File: config.mk
export PLATFORM = sky130hd
export DESIGN_NAME = text_ram_arbiter_flat
export DESIGN_NICKNAME = d
export VERILOG_FILES = /design/src/rtl/text_ram_arbiter_if.sv /design/src/rtl/text_ram_arbiter.sv /design/src/flat_wrapper.sv
export SDC_FILE = /design/constraint.sdc
export NUM_CORES = 1
export LEC_CHECK = 0
export BUFFER_PORTS_ARGS = -buffer_cell sky130_fd_sc_hd__buf_2
export CORE_MARGIN = 1.5
export CORE_UTILIZATION = 40
export CTS_BUF_LIST = sky130_fd_sc_hd__clkbuf_8
export DETAILED_ROUTE_END_ITERATION = 7
export HOLD_SLACK_MARGIN = 0.02
export PLACE_DENSITY = 0.8
export SETUP_SLACK_MARGIN = 0.3
export SLEW_MARGIN = 15
export SYNTH_ARGS = -nofsm -noshare
export SYNTH_HDL_FRONTEND = slang
export SYNTH_SLANG_ARGS = --single-unit
File: constraint.sdc
create_clock -name clk -period 1.85 [get_ports clk]
set_input_delay 0.185 -clock clk [delete_from_list [all_inputs] [get_ports clk]]
set_output_delay 0.185 -clock clk [all_outputs]
set_load 0.05 [all_outputs]
File: src/rtl/text_ram_arbiter_if.sv
// text_ram_arbiter_if: display, host, clear and RAM-side signals of the text RAM arbiter
interface text_ram_arbiter_if #(
  parameter int ADDR_W = 10,
  parameter int DATA_W = 8
);
  logic              disp_req;
  logic [ADDR_W-1:0] disp_addr;
  logic              disp_valid;
  logic [DATA_W-1:0] disp_data;
  logic              host_valid;
  logic              host_ready;
  logic              host_we;
  logic [ADDR_W-1:0] host_addr;
  logic [DATA_W-1:0] host_wdata;
  logic              host_rvalid;
  logic [DATA_W-1:0] host_rdata;
  logic              clr_start;
  logic              clr_busy;
  logic [ADDR_W-1:0] ram_addr;
  logic [DATA_W-1:0] ram_din;
  logic              ram_we;
  logic [DATA_W-1:0] ram_dout;
  modport slave (
    input  disp_req, disp_addr, host_valid, host_we, host_addr, host_wdata, clr_start, ram_dout,
    output disp_valid, disp_data, host_ready, host_rvalid, host_rdata, clr_busy, ram_addr, ram_din, ram_we
  );
  modport master (
    output disp_req, disp_addr, host_valid, host_we, host_addr, host_wdata, clr_start, ram_dout,
    input  disp_valid, disp_data, host_ready, host_rvalid, host_rdata, clr_busy, ram_addr, ram_din, ram_we
  );
endinterface

File: src/rtl/text_ram_arbiter.sv
// text_ram_arbiter: shares the single-port character RAM between display fetch, clear engine and host (that priority)
module text_ram_arbiter #(
  parameter int              ADDR_W    = 10,
  parameter int              DATA_W    = 8,
  parameter logic [DATA_W-1:0] CLEAR_VAL = '0
) (
  input logic            clk,
  input logic            reset,
  text_ram_arbiter_if.slave bus
);
  localparam logic [0:0] IDLE  = 1'b0;
  localparam logic [0:0] CLEAR = 1'b1;
  logic [0:0]        state;
  logic [ADDR_W-1:0] clr_cnt;
  logic              host_xfer;
  logic              clr_wr;
  always_comb begin
    bus.host_ready = reset & (state == IDLE) & ~bus.disp_req & ~bus.clr_start;
    host_xfer      = bus.host_valid & bus.host_ready;
    clr_wr         = (state == CLEAR) & ~bus.disp_req;
    bus.ram_addr   = bus.disp_req ? bus.disp_addr : clr_wr ? clr_cnt : host_xfer ? bus.host_addr : bus.disp_addr;
    bus.ram_din    = clr_wr ? CLEAR_VAL : bus.host_wdata;
    bus.ram_we     = reset & (clr_wr | (host_xfer & bus.host_we));
    bus.disp_data  = bus.ram_dout;
    bus.host_rdata = bus.ram_dout;
    bus.clr_busy   = (state == CLEAR);
  end
  always_ff @(posedge clk or negedge reset) begin
    if (!reset) begin
      state           <= IDLE;
      clr_cnt         <= '0;
      bus.disp_valid  <= 1'b0;
      bus.host_rvalid <= 1'b0;
    end else begin
      bus.disp_valid  <= bus.disp_req;
      bus.host_rvalid <= host_xfer & ~bus.host_we;
      if (state == IDLE && bus.clr_start) begin
        state   <= CLEAR;
        clr_cnt <= '0;
      end else if (clr_wr) begin
        clr_cnt <= clr_cnt + 1'b1;
        if (&clr_cnt) state <= IDLE;
      end
    end
  end
endmodule
File: src/flat_wrapper.sv
// flat-port wrapper written by rule: the top's interface ports become plain ports
module text_ram_arbiter_flat 
#(
  parameter int              ADDR_W    = 10,
  parameter int              DATA_W    = 8,
  parameter logic [DATA_W-1:0] CLEAR_VAL = '0
)
  (clk, reset, bus_disp_req, bus_disp_addr, bus_host_valid, bus_host_we, bus_host_addr, bus_host_wdata, bus_clr_start, bus_ram_dout, bus_disp_valid, bus_disp_data, bus_host_ready, bus_host_rvalid, bus_host_rdata, bus_clr_busy, bus_ram_addr, bus_ram_din, bus_ram_we);
  text_ram_arbiter_if #(.ADDR_W(ADDR_W), .DATA_W(DATA_W)) bus_i ();
  input logic clk;
  input logic reset;
  input wire logic [$bits(bus_i.disp_req)-1:0] bus_disp_req;
  input wire logic [$bits(bus_i.disp_addr)-1:0] bus_disp_addr;
  input wire logic [$bits(bus_i.host_valid)-1:0] bus_host_valid;
  input wire logic [$bits(bus_i.host_we)-1:0] bus_host_we;
  input wire logic [$bits(bus_i.host_addr)-1:0] bus_host_addr;
  input wire logic [$bits(bus_i.host_wdata)-1:0] bus_host_wdata;
  input wire logic [$bits(bus_i.clr_start)-1:0] bus_clr_start;
  input wire logic [$bits(bus_i.ram_dout)-1:0] bus_ram_dout;
  output wire logic [$bits(bus_i.disp_valid)-1:0] bus_disp_valid;
  output wire logic [$bits(bus_i.disp_data)-1:0] bus_disp_data;
  output wire logic [$bits(bus_i.host_ready)-1:0] bus_host_ready;
  output wire logic [$bits(bus_i.host_rvalid)-1:0] bus_host_rvalid;
  output wire logic [$bits(bus_i.host_rdata)-1:0] bus_host_rdata;
  output wire logic [$bits(bus_i.clr_busy)-1:0] bus_clr_busy;
  output wire logic [$bits(bus_i.ram_addr)-1:0] bus_ram_addr;
  output wire logic [$bits(bus_i.ram_din)-1:0] bus_ram_din;
  output wire logic [$bits(bus_i.ram_we)-1:0] bus_ram_we;
  assign bus_i.disp_req = bus_disp_req;
  assign bus_i.disp_addr = bus_disp_addr;
  assign bus_i.host_valid = bus_host_valid;
  assign bus_i.host_we = bus_host_we;
  assign bus_i.host_addr = bus_host_addr;
  assign bus_i.host_wdata = bus_host_wdata;
  assign bus_i.clr_start = bus_clr_start;
  assign bus_i.ram_dout = bus_ram_dout;
  assign bus_disp_valid = bus_i.disp_valid;
  assign bus_disp_data = bus_i.disp_data;
  assign bus_host_ready = bus_i.host_ready;
  assign bus_host_rvalid = bus_i.host_rvalid;
  assign bus_host_rdata = bus_i.host_rdata;
  assign bus_clr_busy = bus_i.clr_busy;
  assign bus_ram_addr = bus_i.ram_addr;
  assign bus_ram_din = bus_i.ram_din;
  assign bus_ram_we = bus_i.ram_we;
  text_ram_arbiter #(.ADDR_W(ADDR_W), .DATA_W(DATA_W), .CLEAR_VAL(CLEAR_VAL)) u_core (.clk(clk), .reset(reset), .bus(bus_i));
endmodule
# == Word level (Yosys, flattened, before mapping) ==
# Cells that the tools add are included.
# word_totals
input_bits,42
word_cells,32
output_inout_bits,39
ff_bits,13
# classes
n_reduce_logical,5
mux,9
addsub,1
n_bitwise,13
# ops
operator,n
two-way mux 10 bit,5
"adder 10 x 1 -> 10 bit, second input constant",1
AND reduction 10 bit,1
bitwise AND 1 bit,8
two-way mux 8 bit,1
NOT 1 bit,4
nonzero test 2 bit,2
two-way mux 1 bit,3
AND reduction 2 bit,1
logical AND 1 bit,1
OR 1 bit,1

# == Depth between registers and ports, before layout ==
# logic_depth
depth_word,8
ltp_mapped,6
ltp_nobuf,4

# == Worst setup path after synthesis ==
# OpenSTA, ideal clock, no wires.
# synth_path
kind,register to output
startpoint,"reg u_core.state, in the netlist u_core.bus.clr_busy"
endpoint,out bus_ram_we
stages_incl_launch_ff,6
path_slack_ps,-295
arrival_ps,1960
path_buffers,3
required_ps,1665
path_cell_list,dfrtp_1 > buf_4 > nand2b_1 > buf_2 > clkbuf_1 > a21boi_1
# synth_via
elab_chain_len,8
word_cells_on_any_way,9
cone_classes,bitwise: 9
# synth_lines
element,line_no,text
from (decl),text_ram_arbiter.sv:13,logic [0:0] state;
from (signal assigned),text_ram_arbiter.sv:30,state <= IDLE;
from (signal assigned),text_ram_arbiter.sv:38,state <= CLEAR;
from (signal assigned),text_ram_arbiter.sv:42,if (&clr_cnt) state <= IDLE;
NOT 1 bit,text_ram_arbiter.sv:18,bus.host_ready = reset & (state == IDLE) & ~bus.disp_req & ~bus.clr_start;
bitwise AND 1 bit (3 in series),text_ram_arbiter.sv:18,
bitwise AND 1 bit,text_ram_arbiter.sv:19,host_xfer = bus.host_valid & bus.host_ready;
bitwise AND 1 bit,text_ram_arbiter.sv:23,bus.ram_we = reset & (clr_wr | (host_xfer & bus.host_we));
OR 1 bit (*),text_ram_arbiter.sv:23,
bitwise AND 1 bit (*),text_ram_arbiter.sv:23,
to (decl),flat_wrapper.sv:28,output wire logic [$bits(bus_i.ram_we)-1:0] bus_ram_we;
# Mark *: on every way between the ends. The rest lies on a longest branch, timed or not.

# == Worst setup path in the final report ==
# layout_path
startpoint,"reg u_core.state, in the netlist u_core.bus.clr_busy"
endpoint,out bus_ram_addr[6]
# layout_via
elab_chain_len,8
word_cells_on_any_way,9
cone_classes,mux: 3; bitwise: 6
# layout_lines
element,line_no,text
NOT 1 bit,text_ram_arbiter.sv:18,
bitwise AND 1 bit (3 in series),text_ram_arbiter.sv:18,
bitwise AND 1 bit,text_ram_arbiter.sv:19,
two-way mux 10 bit,text_ram_arbiter.sv:21,bus.ram_addr = bus.disp_req ? bus.disp_addr : clr_wr ? clr_cnt : host_xfer ? bus.host_addr : bus.disp_addr;
two-way mux 10 bit (*) (2 in series),text_ram_arbiter.sv:21,
to (decl),flat_wrapper.sv:26,output wire logic [$bits(bus_i.ram_addr)-1:0] bus_ram_addr;
# Marked as above.

==> out/metrics.cfg <==
[setup_path]
r2r_slack_ns = 0.26
worst_setup_path_start_kind = flip-flop
reg2reg_from = u_core.bus.clr_busy$_DFFE_PN0P_
end_kind = output port
r2r_end = u_core.bus.clr_busy$_DFFE_PN0P_
slowest_delay_ns = 0.43
cpMaxStageDelayCell = dfrtp_2
critPathKind = reg2out
worstRegToRegCells = 6
path_max_fanout = 6
cp_cell_sequence = buf_6, inv_6, and2_4, a221o_2, buf_8
worstSetupStartpoint = u_core.bus.clr_busy$_DFFE_PN0P_
cp.arrival_ns = 1.52
crit_required_ns = 1.66

[yosys]
avgSynthCellArea_um2 = 8.88
synth.distinct_cells = 33
netlist_area_mm2 = 0.00103
yosysWarnings = 0
yosys.area.top_type_share_pct = 31.6
synth_area_leaders = dfrtp_1 (32%), buf_4 (12%), and2_1 (11%), a221o_1 (8.7%), nand3_1 (3.4%)
syn_inst = 116
ys_ff_latch = 13
synth_nets = 159
synth_top_area_cell = dfrtp_1
seq_area_frac_synth_pct = 31.6

[detailed_routing]
drc = 0
viasPerCell = 5.97
num_vias = 1205
wl_per_cell_um = 17.8
drt_iter0_markers = 57
drt_first_pass_iters = 4
wl_um = 3590
ant_nets = 0

[sta]
slew_headroom_pct = 74.1
setup_viol = 0
max_freq_ghz = 0.586
finalHoldViolCount = 0
setup-tns-final_ns = 0
worst_slew_pin_slew_ns = 0.389
rsz0062_at_grt = yes
final_max_slew_viol_count = 0
fin_crit_ns = 1.71
period_share_pct = 92.3
finClkSkew_ns = 0.00112
worst_hold_slack_ns = 0.103

[die]
die_w_um = 53.7
die_area_mm2 = 0.00289
fp-row-count = 18
die_height_um = 53.7
start_util_pct = 41.9
pin_count = 81
coreArea_mm2 = 0.00245

[power_and_ir_drop]
power_density_mw_per_mm2 = 757
peakVddDrop_mv = 0.538
p_clk_share_pct = 21.2
pwr-share-comb_pct = 45.3
power_frac_seq_pct = 33.6
p_sw_share_pct = 42.5
power_switching_w = 0.000543
p_leak_nw = 0.829
p_int_w = 0.000733

[place]
gp_congestion = 0.831
hpwl_um = 2010
dpl_cell_area_mm2 = 0.00127
portBuffers = 56
placedCellCount = 183

[finish]
drive_gt1_share_pct = 62.8
layout.cells.non_filler = 202
area_growth_pct = 63.7
final_area_mm2 = 0.00169
nFillCells = 181
nets = 216
diodes = 0

[clock_tree]
clockBufferDepth = 2
cts_tree = done
clock_latency_ns = 0.25
cts_buffers = 3
cts.clk_slew.worst_paths_ns = 0.06
htreeDepth = 1
cts_root_buffer = clkbuf_8
clock_sinks = 13

[global_routing]
grt_pass1_wl_um = 4300
overflow = 0
grt_max_degree = 11
groute.usage.overall_pct = 20.7
antenna_found_initial = 0
grt_pass1_vias = 1015

[min_path]
hold_path.class = in2async

[status]
status = finished clean

[flow_run]
cap_violations = 0

worst max-delay path: cells and delay by family, from the launching register on:
kind / cells / cell delay, ns
AND/OR/NAND/NOR: 1 / 0.15
buffers and inverters: 3 / 0.34
AO/OA/AOI/OAI: 1 / 0.35
flip-flops: 1 / 0.43
logic make-up after synthesis:
kind of cell | after synthesis | share of synthesized area [%]
DFF | 13 | 31.6
adders and majority gates | 1 | 1.21
and+or+nand+nor | 48 | 27.6
buffers and inverters | 24 | 15.2
AOI/OAI and AO/OA | 26 | 20.4
muxes | 4 | 4.01
cell usage after synthesis:
cell type   n
a21boi_1    1
a21oi_1     2
a221o_1     9
a31oi_1     1
and2_1     18
and3_1      1
and3b_1     1
and4bb_1    1
buf_2       2
buf_4      17
clkbuf_1    3
dfrtp_1    13
ha_1        1
inv_1       2
mux2_1      1
mux2i_1     3
nand2_1     8
nand2b_1    2
nand3_1     7
nand3b_2    1
nand4_1     1
nor2_1      1
nor2b_1     3
nor4_1      2
o211ai_1    2
o21ai_0     2
o21ai_1     1
o22ai_1     1
o311ai_0    3
o31ai_1     1
o41ai_1     3
or3_1       1
or4_1       1
area by class of cell:
cell class | count | area [um2] | area share [%]
clock buffers | 3 | 41.3 | 2.45
repair buffers | 70 | 561 | 33.3
multi-input cells | 83 | 703 | 41.7
flip-flops and latches | 13 | 327 | 19.4
inverters | 2 | 12.5 | 0.742
well taps | 30 | 37.5 | 2.23
clock inverters | 1 | 3.75 | 0.223
cells in the final DEF (no fill, tap or decap), types with 2 or more instances in the layout:
cell	count
and2_1	9
a21oi_2	2
nand3_1	7
buf_4	9
o21ai_0	2
mux2i_1	3
nor2b_4	2
buf_8	8
nor2b_1	2
a221o_2	9
buf_6	16
inv_1	2
o211ai_1	2
nand2_1	8
nand2b_4	2
buf_2	36
and2_4	10
clkbuf_8	3
o41ai_1	3
dfrtp_1	12
o311ai_1	2
flip-flops by register name (all words and copies together), names as in the netlist:
signal / cells
u_core.bus.host_rvalid: 1
u_core.bus.disp_valid: 1
u_core.clr_cnt: 10
u_core.bus.clr_busy: 1
stage by stage:
stage | utilization [%] | total power, W | setup WS, ns
floorplan | - | 0.000824 | 0.187
global placement | 51.7 | 0.000840 | 0.237
detailed placement | 51.7 | 0.000861 | 0.160
CTS | 60.4 | 0.00117 | 0.172
global route | 68.7 | 0.00131 | 0.116
finish | 68.7 | 0.00128 | 0.142
what timing repair did:
item / CTS / global route
hold buffers: 1 / 0
buffers inserted: 6 / 4
hold endpoints to repair: 13 / 0
setup endpoints to repair: 21 / 25
pin swaps: 0 / 5
gates cloned: 2 / 2
gates resized for setup: 34 / 52
how the worst max path moves through the flow:
stage	endpoint	slack, ns	depth (start not counted)
finish	bus_ram_addr[6]	0.14	5
global route	bus_ram_addr[6]	0.12	5
CTS	bus_ram_addr[6]	0.17	5
detailed placement	bus_ram_addr[6]	0.16	3
global placement	bus_ram_addr[6]	0.24	5
floorplan	bus_ram_addr[8]	0.19	5
power by group through the flow:
stage | combinational [W] | sequential, W | clock [W]
global placement | 0.000431 | 0.000409 | 0
floorplan | 0.000427 | 0.000397 | 0
detailed placement | 0.000448 | 0.000413 | 0
global route | 0.000610 | 0.000432 | 0.000269
finish | 0.000578 | 0.000428 | 0.000270
CTS | 0.000505 | 0.000408 | 0.000260
metal layers:
layer	share of wire, %	global-route usage (%)	vias to the layer above
li1	-	-	531
met1	35	21.3	579
met4	3.9	15.0	0
met3	9.0	3.06	18
met2	52	37.8	77
met5	0	0	-
No activity file was read; power rests on OpenSTA's default activity.
